`src/rtl/sap_1_controller_sequencer.sv`:
```
// SAP-1 controller/sequencer: six-state one-hot ring counter clocked on the
// falling edge, with a combinational control-word decoder and a halt latch.
module sap_1_controller_sequencer #(
    parameter logic [3:0] OP_LDA = 4'b0000,
    parameter logic [3:0] OP_ADD = 4'b0001,
    parameter logic [3:0] OP_SUB = 4'b0010,
    parameter logic [3:0] OP_OUT = 4'b1110,
    parameter logic [3:0] OP_HLT = 4'b1111
) (
    input  logic        Clk,
    input  logic        Clr,
    input  logic [3:0]  Opcode,
    output logic [11:0] CON,
    output logic [5:0]  T,
    output logic        Hlt
);

    typedef enum logic [5:0] {
        T1 = 6'b000001,
        T2 = 6'b000010,
        T3 = 6'b000100,
        T4 = 6'b001000,
        T5 = 6'b010000,
        T6 = 6'b100000
    } state_t;

    // {Cp, Ep, LmN, CEN, LiN, EiN, LaN, Ea, Su, Eu, LbN, LoN}
    localparam logic [11:0] CW_IDLE  = 12'h3E3;
    localparam logic [11:0] CW_PC_MA = 12'h5E3;
    localparam logic [11:0] CW_PC_UP = 12'hBE3;
    localparam logic [11:0] CW_IR_LD = 12'h263;
    localparam logic [11:0] CW_IR_MA = 12'h1A3;
    localparam logic [11:0] CW_A_LD  = 12'h2C3;
    localparam logic [11:0] CW_B_LD  = 12'h2E1;
    localparam logic [11:0] CW_ADD   = 12'h3C7;
    localparam logic [11:0] CW_SUB   = 12'h3CF;
    localparam logic [11:0] CW_OUT   = 12'h3F2;

    state_t state;
    state_t state_nxt;
    logic   hlt_nxt;

    always_ff @(negedge Clk or posedge Clr) begin
        if (Clr) begin
            state <= T1;
            Hlt   <= 1'b0;
        end else begin
            state <= state_nxt;
            Hlt   <= hlt_nxt;
        end
    end

    // Any non-one-hot encoding falls through to T1.
    always_comb begin
        state_nxt = T1;
        hlt_nxt   = Hlt;
        if (Hlt) begin
            state_nxt = state;
        end else begin
            case (state)
                T1: state_nxt = T2;
                T2: state_nxt = T3;
                T3: state_nxt = T4;
                T4: begin
                    if (Opcode == OP_HLT) begin
                        state_nxt = T4;
                        hlt_nxt   = 1'b1;
                    end else begin
                        state_nxt = T5;
                    end
                end
                T5: state_nxt = T6;
                T6: state_nxt = T1;
                default: state_nxt = T1;
            endcase
        end
    end

    always_comb begin
        CON = CW_IDLE;
        if (!Hlt) begin
            unique case (1'b1)
                state[0]: CON = CW_PC_MA;
                state[1]: CON = CW_PC_UP;
                state[2]: CON = CW_IR_LD;
                state[3]: begin
                    case (Opcode)
                        OP_LDA:  CON = CW_IR_MA;
                        OP_ADD:  CON = CW_IR_MA;
                        OP_SUB:  CON = CW_IR_MA;
                        OP_OUT:  CON = CW_OUT;
                        default: CON = CW_IDLE;
                    endcase
                end
                state[4]: begin
                    case (Opcode)
                        OP_LDA:  CON = CW_A_LD;
                        OP_ADD:  CON = CW_B_LD;
                        OP_SUB:  CON = CW_B_LD;
                        default: CON = CW_IDLE;
                    endcase
                end
                state[5]: begin
                    case (Opcode)
                        OP_ADD:  CON = CW_ADD;
                        OP_SUB:  CON = CW_SUB;
                        default: CON = CW_IDLE;
                    endcase
                end
                default: CON = CW_IDLE;
            endcase
        end
    end

    assign T = state;

endmodule

```
`config.mk`:
```
export PLATFORM = sky130hd
export DESIGN_NAME = sap_1_controller_sequencer
export DESIGN_NICKNAME = d
export VERILOG_FILES = /design/src/rtl/sap_1_controller_sequencer.sv
export SDC_FILE = /design/constraint.sdc
export NUM_CORES = 1
export LEC_CHECK = 0
export ABC_AREA = 1
export CAP_MARGIN = 0
export CORE_MARGIN = 8
export CORE_UTILIZATION = 43
export DETAILED_ROUTE_END_ITERATION = 8
export GPL_ROUTABILITY_DRIVEN = 0
export PLACE_DENSITY = 0.93
export REMOVE_ABC_BUFFERS = 1
export SETUP_SLACK_MARGIN = 0.02
export SYNTH_ARGS = -nofsm -noshare
export SYNTH_HDL_FRONTEND = slang
export SYNTH_SLANG_ARGS = --single-unit
```
`constraint.sdc`:
```
create_clock -name Clk -period 1.8 [get_ports Clk]
set_input_delay 0.27 -clock Clk [delete_from_list [all_inputs] [get_ports Clk]]
set_output_delay 0.27 -clock Clk [all_outputs]
set_load 0.05 [all_outputs]
```
==> run_results.csv, run 1 <==
group,metric,value,unit
die,placementRows,13,
synth,avgSynthCellArea,6.59,µm²
synth,yosys_register_bits,7,
synth,synth_top_area_share,26.2,%
outcome,stop_stage,"detailed placement (3_5_place_dp)",
synth,synth_top_cell_by_area,"dfrtn_1",
die,fp.dieW,52.5,µm
synth,synth-seq-area-share,30.8,%
synth,synth_area_leaders,"dfrtn_1, nand2_1, nand3_1",
die,fp.dieH,52.5,µm
synth,yosys.cell_types.count,19,
die,io_pins,25,
synth,synth_cells,87,
placement,port_buffers,24,
placement,dpl.hpwl,2610,µm
synth,ys_warn_count,0,
outcome,outcome,"aborted with a tool error",
outcome,firstError,"[ERROR DPL-0033] detailed placement checks failed during check placement.",
die,initial_core_util,45.2,%
synth,synth_area,573,µm²
-- per-stage QoR --
stage	hold WS, ps	worst slack (ps)	cells
2_1_floorplan	616	-1350	86
3_3_place_gp	591	-494	159
-- cells in the mapped netlist --
| cell type | n |
|---|---|
| dfrtn_1 | 6 |
| inv_2 | 1 |
| nor2_4 | 2 |
| o211ai_1 | 1 |
| dfstp_2 | 1 |
| o21ai_0 | 3 |
| nand2_1 | 21 |
| nand2_2 | 1 |
| nand3_1 | 9 |
| nor3_1 | 2 |
| nor2_2 | 4 |
| clkinv_1 | 1 |
| a21oi_1 | 2 |
| o31ai_2 | 1 |
| buf_6 | 1 |
| nor2_1 | 12 |
| nand3_2 | 3 |
| nand4_1 | 4 |
| inv_1 | 12 |
-- cell families after synthesis --
logic type	Yosys count	share of synthesized area, %
compound gates	7	7.86
buf+inv	15	11.1
flops	7	30.8
simple gates	58	50.2
==> inputs of run 2 (changes only) <==
--- a/config.mk
+++ b/config.mk
@@ -7,13 +7,12 @@
 export LEC_CHECK = 0
 export ABC_AREA = 1
 export CAP_MARGIN = 0
-export CORE_MARGIN = 8
-export CORE_UTILIZATION = 43
+export CORE_AREA = 8 8 69 71
 export DETAILED_ROUTE_END_ITERATION = 8
+export DIE_AREA = 0 0 77 79
 export GPL_ROUTABILITY_DRIVEN = 0
-export PLACE_DENSITY = 0.93
+export PLACE_DENSITY_LB_ADDON = 0.15
 export REMOVE_ABC_BUFFERS = 1
-export SETUP_SLACK_MARGIN = 0.02
 export SYNTH_ARGS = -nofsm -noshare
 export SYNTH_HDL_FRONTEND = slang
 export SYNTH_SLANG_ARGS = --single-unit
==> run_results.csv, run 2 <==
group,metric,value,unit
timing,report.final.hold_viol_count,0,
synth,synth_top_family_by_area,"simple AND/OR/NAND/NOR gates",
global_routing,grt_pass1_vias,796,
timing,maxSlewHeadroom,80.6,%
critical_path,critPathMaxFanout,4,
synth,synth.area.mux_share,0,%
clocking,clk_pin_slew_worst_paths,40,ps
synth,synth_area_leaders,"dfrtn_1, nand2_1, nand3_1",
routing,dr.first_iter.drc_count,34,
synth,synthXorXnorAreaFrac,0,%
hold_path,hold_path_class,"register to register",
global_routing,grt_busiest_layer,"met2",
global_routing,grt_max_degree,10,
critical_path,crit_path_start_kind,"register",
final_layout,layout_common_cells,"buf_4, nand2_1, buf_6, buf_12, inv_1",
clocking,cts_sinks,7,
synth,ys_warn_count,0,
synth,synthArstFlopShare,100,%
final_layout,final_util,40.3,%
clocking,htreeDepth,1,
synth,synth-seq-area-share,30.8,%
synth,synth_compound_area_share,7.86,%
global_routing,grt_pass1_wl,3720,µm
critical_path,arrival,2350,ps
clocking,cts_tree,"built",
die,initial_core_util,15.1,%
placement,dpl.hpwl,1960,µm
synth,synth_edf_count,0,
final_layout,final_common_cell,"buf_4",
final_layout,layout.cells.non_filler,207,
timing,worst_slew_pin_slew,291,ps
synth,synth_top_area_share,26.2,%
synth,synth_cells,87,
global_routing,grtUsageTotal,7.45,%
power,pwr-share-clk,53.9,%
synth,synth_top_cell_by_area,"dfrtn_1",
die,fp.dieArea,6080,µm²
critical_path,crit_required,1530,ps
synth,synth_common_cells,"nand2_1, inv_1, nor2_1",
power,switching_share,22.6,%
timing,setup_slack,-820,ps
routing,via_per_inst,3.98,
synth,synth_ff_type,"dfrtn_1",
synth,synthSimpleGateAreaFrac,50.2,%
power,p_leak,0.000699,µW
clocking,cts_inserted_buffers,3,
clocking,insertion_delay,280,ps
final_layout,area_growth,167,%
final_layout,final_nets,164,
power,power,425,µW
die,fp.dieH,79,µm
global_routing,grt_use_met1,8.70,%
die,core_area,3800,µm²
clocking,clockBufferDepth,2,
timing,tns,-12140,ps
critical_path,worstSetupPathType,"register to primary output",
critical_path,worstSetupEndpointType,"primary output",
placement,dp_cells,188,
outcome,violations,"setup timing",
die,placementRows,23,
synth,yosysMostFrequentCell,"nand2_1",
routing,postRouteAntennaNets,0,
die,fp.dieW,77,µm
outcome,outcome,"finished with violations",
synth,yosys_register_bits,7,
global_routing,met3_usage,1.35,%
final_layout,diodes,0,
global_routing,grt_use_met2,13.3,%
power,pwr-share-seq,37.4,%
synth,yosys.cell_types.count,19,
power,p_switching,96.0,µW
global_routing,overflow,0,
power,irDropWorstVdd,0.000226,V
global_routing,grt_antenna_before_repair,0,
routing,vias,824,
power,internal_power,329,µW
placement,port_buffers,24,
die,io_pins,25,
power,power.density_cell_area,277,nW/µm²
final_layout,largest_register_ffs,6,
timing,fin_skew,39.1,ps
final_layout,drive_gt1_share,59.9,%
timing,report.final.slew_viol_count,0,
routing,routedWlPerCell,11.9,µm
clocking,clockRootBuffer,"clkbuf_8",
routing,routed_wirelength,2470,µm
routing,drt_first_pass_iters,4,
synth,avgSynthCellArea,6.59,µm²
run,max_cap_viol_count,0,
clocking,cts_hold_buf,0,
routing,drc,0,
synth,synth_area,573,µm²
power,pwr-share-comb,8.7,%
timing,setup_viol,19,
synth,synth_fa_ha_area_share,0,%
timing,rsz0062_at_grt,"yes",
==> run 2: cell counts after synthesis <==
Identical to the previous run, type by type.
==> run 2: power by group through the flow <==
stage | clock [µW] | combinational (µW) | sequential [µW]
2_1_floorplan | 6.95 | 11.6 | 161
3_3_place_gp | 6.95 | 36.0 | 161
3_5_place_dp | 6.95 | 36.3 | 161
4_1_cts | 231 | 37.0 | 159
5_1_grt | 237 | 40.7 | 159
6_report | 229 | 37.0 | 159
==> run 2: area by class of cell <==
cell class	count	area [µm²]
multi-input cells	65	435
clock inverters	2	8.76
well taps	50	62.6
clock buffers	3	41.3
repair buffers	67	759
fillers	395	2270
inverters	13	48.8
flip-flops and latches	7	176
==> run 2: cell families after synthesis <==
| kind of cell | count (synthesis) |
|---|---|
| compound gates | 7 |
| flops | 7 |
| simple gates | 58 |
| buf+inv | 15 |
==> run 2: per-stage QoR <==
step                      hold slack, ps  worst slack (ps)  cell area (µm²)
after floorplan                      616             -1350              562
after global routing                 710              -870             1530
after detailed placement             635              -538             1210
after CTS                            613              -820             1420
final                                654              -820             1530
after global placement               634              -520             1210
==> run 2: worst paths after layout <==
path | from | slack [ps] | cells after the start | to
max in group asynchronous | Clr | 500 | 3 | Hlt
worst max register to register | T[0] | 310 | 11 | T[0]
min in group asynchronous | Clr | 980 | 2 | T[2]
worst min-delay path | T[1] | 650 | 3 | T[1]
worst min register to register | T[1] | 650 | 3 | T[1]
worst max-delay path | T[3] | -820 | 6 | CON[0]
==> run 2: per-layer routing <==
metal | up-vias | routed length, µm
met3 | 4 | 101
met5 | - | 0
met2 | 21 | 1300
li1 | 421 | -
met4 | 0 | 17
met1 | 378 | 1040
==> run 2: repair_timing <==
| action | 4_1_cts | 5_1_grt |
|---|---|---|
| endpoints found under the setup margin | 22 | 20 |
| resized for setup | 24 | 23 |
| pin swaps | 8 | 6 |
| cloned | 0 | 0 |
| endpoints found under the hold margin | 0 | 0 |
| setup buffers | 10 | 6 |
==> run 2: worst max-delay path, cell delays in order, from the launching register on <==
cell,delay (ps)
dfrtn_1,560
inv_2,100
nor2_4,120
nand3_4,100
nor2_4,90
nand2_1,70
buf_6,150
No activity file was read; power rests on OpenSTA's default activity.
==> inputs of run 3 (changes only) <==
--- a/config.mk
+++ b/config.mk
@@ -13,6 +13,8 @@
 export GPL_ROUTABILITY_DRIVEN = 0
 export PLACE_DENSITY_LB_ADDON = 0.15
 export REMOVE_ABC_BUFFERS = 1
+export SETUP_SLACK_MARGIN = 0.15
+export SLEW_MARGIN = 10
 export SYNTH_ARGS = -nofsm -noshare
 export SYNTH_HDL_FRONTEND = slang
 export SYNTH_SLANG_ARGS = --single-unit
==> run_results.csv, run 3 (synthesized netlist as in run 2, its figures left out) <==
group,metric,value,unit
placement,post-place-ws,-538,ps
final_layout,diodes,0,
clocking,cts_tree,"built",
final_layout,final_nets,166,
die,fp.dieW,77,µm
power,pwr-share-clk,53.8,%
routing,routed_wirelength,2460,µm
timing,timing.hold.ws,654,ps
power,switching_share,22.9,%
clocking,htreeDepth,1,
global_routing,overflow,0,
critical_path,crit_path_start_kind,"register",
timing,fin_skew,39.1,ps
routing,drt_first_pass_iters,4,
timing,worst_slew_pin_slew,280,ps
routing,drc,0,
final_layout,final_util,40.7,%
run,max_cap_viol_count,0,
routing,dr.first_iter.drc_count,28,
power,irDropWorstVdd,0.000225,V
critical_path,crit_required,1530,ps
final_layout,area_growth,170,%
global_routing,grtUsageTotal,7.49,%
power,internal_power,329,µW
timing,setup_slack,-805,ps
global_routing,grt_pass1_vias,808,
outcome,violations,"setup timing",
routing,postRouteAntennaNets,0,
routing,vias,849,
timing,setup_viol,19,
global_routing,grt_antenna_before_repair,0,
routing,via_per_inst,4.06,
die,fp.dieArea,6080,µm²
global_routing,grt_pass1_wl,3750,µm
timing,rsz0062_at_grt,"yes",
final_layout,largest_register_ffs,6,
clocking,clockRootBuffer,"clkbuf_8",
clocking,clockBufferDepth,2,
outcome,outcome,"finished with violations",
placement,port_buffers,24,
clocking,insertion_delay,280,ps
critical_path,arrival,2340,ps
clocking,cts_inserted_buffers,3,
timing,report.final.slew_viol_count,0,
clocking,clk_pin_slew_worst_paths,40,ps
timing,report.final.hold_viol_count,0,
global_routing,grt_max_degree,10,
die,initial_core_util,15.1,%
critical_path,critPathMaxFanout,4,
power,p_leak,0.000708,µW
power,pwr-share-seq,37.2,%
clocking,cts_sinks,7,
die,core_area,3800,µm²
final_layout,drive_gt1_share,63.5,%
die,placementRows,23,
placement,dpl.hpwl,1960,µm
power,power.density_cell_area,276,nW/µm²
hold_path,hold_path_class,"register to register",
timing,maxSlewHeadroom,81.3,%
critical_path,worstSetupPathType,"register to primary output",
critical_path,rrSetupSlack,320,ps
final_layout,num-fill-cells,395,
final_layout,final_common_cell,"buf_4",
critical_path,worstSetupEndpointType,"primary output",
power,pwr-share-comb,9.0,%
die,fp.dieH,79,µm
die,io_pins,25,
routing,routedWlPerCell,11.8,µm
clocking,cts_hold_buf,0,
final_layout,layout_common_cells,"buf_4, nand2_1, buf_6, buf_12",
power,p_switching,97.6,µW
run 3: final cells by class:
class | count | area (µm²) | share of cell area, %
sequential | 7 | 176 | 11.4
clock buffer | 3 | 41.3 | 2.67
inverter | 13 | 48.8 | 3.15
clock inverter | 2 | 8.76 | 0.566
multi-input combinational | 65 | 443 | 28.6
timing repair buffer | 69 | 767 | 49.6
tap | 50 | 62.6 | 4.04
run 3: per-stage QoR:
stage	area (µm²)	setup TNS, ps	total power (µW)	cells
final	1550	-12100	427	209
after global routing	1550	-12990	438	209
after CTS	1420	-11750	428	203
after detailed placement	1210	-7950	204	188
after global placement	1210	-7910	204	188
after floorplan	562	-13510	179	86
run 3: critical path, stage by stage, from the launching register on:
cell	delay [ps]
dfrtn_1	540
inv_2	100
nor2_4	120
nand3_4	100
nor2_4	90
nand2_1	70
buf_6	150
run 3: worst paths after layout:
kind	startpoint	end	cells past startpoint
max	T[3]	CON[0]	6
min	T[1]	T[1]	3
max reg2reg	T[0]	T[0]	11
min reg2reg	T[1]	T[1]	3
max in group asynchronous	Clr	T[3]	3
min in group asynchronous	Clr	T[2]	2
run 3: layer usage:
layer  GRT usage, %  vias to the layer above  wire (µm)
li1               -                      423          -
met1           8.64                      395       1020
met2           13.5                       27       1300
met3           1.35                        4        115
met4           2.83                        0         17
met5              0                        -          0
run 3: power groups by stage:
stage | clock network [µW] | logic, µW | registers (µW)
final | 230 | 38.3 | 159
after global routing | 237 | 42.1 | 159
after CTS | 231 | 38.2 | 159
after detailed placement | 6.95 | 36.3 | 161
after global placement | 6.95 | 36.0 | 161
after floorplan | 6.95 | 11.6 | 161
run 3: repair_timing:
| action | 4_1_cts | 5_1_grt |
|---|---|---|
| setup buffers | 11 | 6 |
| pin swaps | 11 | 9 |
| gates resized for setup | 38 | 24 |
| endpoints found under the setup margin | 22 | 20 |
==> inputs of run 4 (changes only) <==
--- a/config.mk
+++ b/config.mk
@@ -7,10 +7,11 @@
 export LEC_CHECK = 0
 export ABC_AREA = 1
 export CAP_MARGIN = 0
-export CORE_AREA = 8 8 69 71
+export CORE_AREA = 3 3 64 66
 export DETAILED_ROUTE_END_ITERATION = 8
-export DIE_AREA = 0 0 77 79
+export DIE_AREA = 0 0 67 69
 export GPL_ROUTABILITY_DRIVEN = 0
+export MAX_ROUTING_LAYER = met4
 export PLACE_DENSITY_LB_ADDON = 0.15
 export REMOVE_ABC_BUFFERS = 1
 export SETUP_SLACK_MARGIN = 0.15
==> run_results.csv, run 4 (synthesized netlist as in run 2, its figures left out) <==
group,metric,value,unit
routing,via_per_inst,3.98,
clocking,cts_tree,"built",
outcome,violations,"setup timing",
clocking,cts_hold_buf,0,
final_layout,layout_common_cells,"buf_4, buf_6, nand2_1, buf_12",
final_layout,final_common_cell,"buf_4",
power,p_leak,0.000764,µW
final_layout,largest_register_ffs,6,
final_layout,diodes,0,
routing,vias,843,
critical_path,worstSetupPathType,"register to primary output",
timing,worst_slew_pin_slew,257,ps
critical_path,crit_path_start_kind,"register",
outcome,outcome,"finished with violations",
timing,maxSlewHeadroom,82.8,%
global_routing,overflow,0,
die,fp.dieH,69,µm
clocking,htreeDepth,1,
global_routing,grt_max_degree,7,
timing,tns,-11880,ps
routing,drt_first_pass_iters,5,
die,fp.dieArea,4620,µm²
critical_path,r2r-end,"T[0]",
die,io_pins,25,
placement,post-place-ws,-551,ps
routing,routed_wirelength,2340,µm
die,placementRows,22,
routing,postRouteAntennaNets,0,
placement,placed_cell_area,1270,µm²
hold_path,min-delay-start,"T[0]",
clocking,cts_sinks,7,
critical_path,arrival,2320,ps
routing,routedWlPerCell,11.0,µm
timing,rsz0062_at_grt,"yes",
timing,report.final.hold_viol_count,0,
die,core_area,3630,µm²
final_layout,num-fill-cells,365,
timing,setup_slack,-790,ps
critical_path,r2r-start,"T[0]",
run,max_cap_viol_count,0,
clocking,clockRootBuffer,"clkbuf_8",
final_layout,drive_gt1_share,67.1,%
power,power,420,µW
timing,setup_viol,19,
final_layout,fin_area,1600,µm²
final_layout,area_growth,179,%
timing,report.final.slew_viol_count,0,
clocking,cts_inserted_buffers,3,
critical_path,crit_required,1530,ps
placement,port_buffers,24,
final_layout,final_nets,171,
global_routing,grt_pass1_wl,3970,µm
global_routing,grt_antenna_before_repair,0,
power,power.density_cell_area,262,nW/µm²
placement,dpl.hpwl,1710,µm
clocking,insertion_delay,290,ps
routing,drc,0,
critical_path,worstSetupEndpointType,"primary output",
clocking,clockBufferDepth,2,
die,initial_core_util,15.8,%
power,irDropWorstVdd,0.000229,V
critical_path,critPathLaunch,"T[2]",
global_routing,grt_pass1_vias,929,
critical_path,rrSetupSlack,450,ps
clocking,clk_pin_slew_worst_paths,30,ps
hold_path,hold_path_class,"register to register",
die,fp.dieW,67,µm
critical_path,rr_worst_depth,9,
global_routing,grtUsageTotal,11.2,%
critical_path,critPathMaxFanout,4,
critical_path,setup.worst_path.end,"CON[9]",
timing,fin_skew,41.4,ps
routing,dr.first_iter.drc_count,35,
final_layout,final_util,44.0,%
==> run 4: cell types whose count changed in the layout (fill, tap and decap cells not counted), moves of 2 or more <==
| cell | change |
|---|---|
| nor3_2 | +2 |
| inv_4 | +2 |
| nand3_2 | +2 |
| buf_6 | +5 |
| inv_2 | -2 |
| nand3_4 | -2 |
| nor2_1 | -2 |
==> run 4: critical path: stages, from the launching register on <==
cell	delay (ps)
dfrtn_1	420
buf_4	190
nor3_2	180
nand4_1	190
buf_12	200
==> run 4: timing repair <==
item                       in CTS  in global routing
setup buffers                  13                  1
pin swaps                      15                  6
setup endpoints to repair      22                 20
resized for setup              46                 25
==> run 4: layer usage <==
layer	share of wire, %	global-route usage, %	routed length [µm]	vias to the layer above
li1	-	-	-	436
met1	43	13.3	994	385
met2	52	19.0	1210	18
met3	4.2	1.79	99	4
met4	1.3	3.38	31	0
met5	0	-	0	-
==> run 4: cell type report <==
class | instances | area (µm²) | area share (%)
repair buffers | 74 | 816 | 51.0
clock buffers | 3 | 41.3 | 2.58
well taps | 48 | 60.1 | 3.75
clock inverters | 2 | 7.51 | 0.469
multi-input cells | 65 | 444 | 27.8
inverters | 13 | 55.1 | 3.44
flip-flops and latches | 7 | 176 | 11.0
==> run 4: per-stage QoR <==
stage | hold WS [ps] | cells
3_3_place_gp | 619 | 194
4_1_cts | 616 | 211
5_1_grt | 656 | 212
2_1_floorplan | 616 | 86
3_5_place_dp | 608 | 194
6_report | 641 | 212
==> run 4: worst min path at each step <==
stage	endpoint	slack, ps	cells after the start
6_report	T[0]	640	3
4_1_cts	T[5]	620	4
5_1_grt	T[0]	660	3
3_3_place_gp	T[5]	620	4
3_5_place_dp	T[5]	610	4
2_1_floorplan	T[0]	620	2
==> run 4: power breakdown <==
group,leakage [µW],switching [µW],total (µW),internal [µW]
Sequential,0.0000785,0,159,159
Clock,0.0000322,68.2,218,150
Combinational,0.000653,20.9,42.2,21.3
Total,0.000764,89.1,420,330
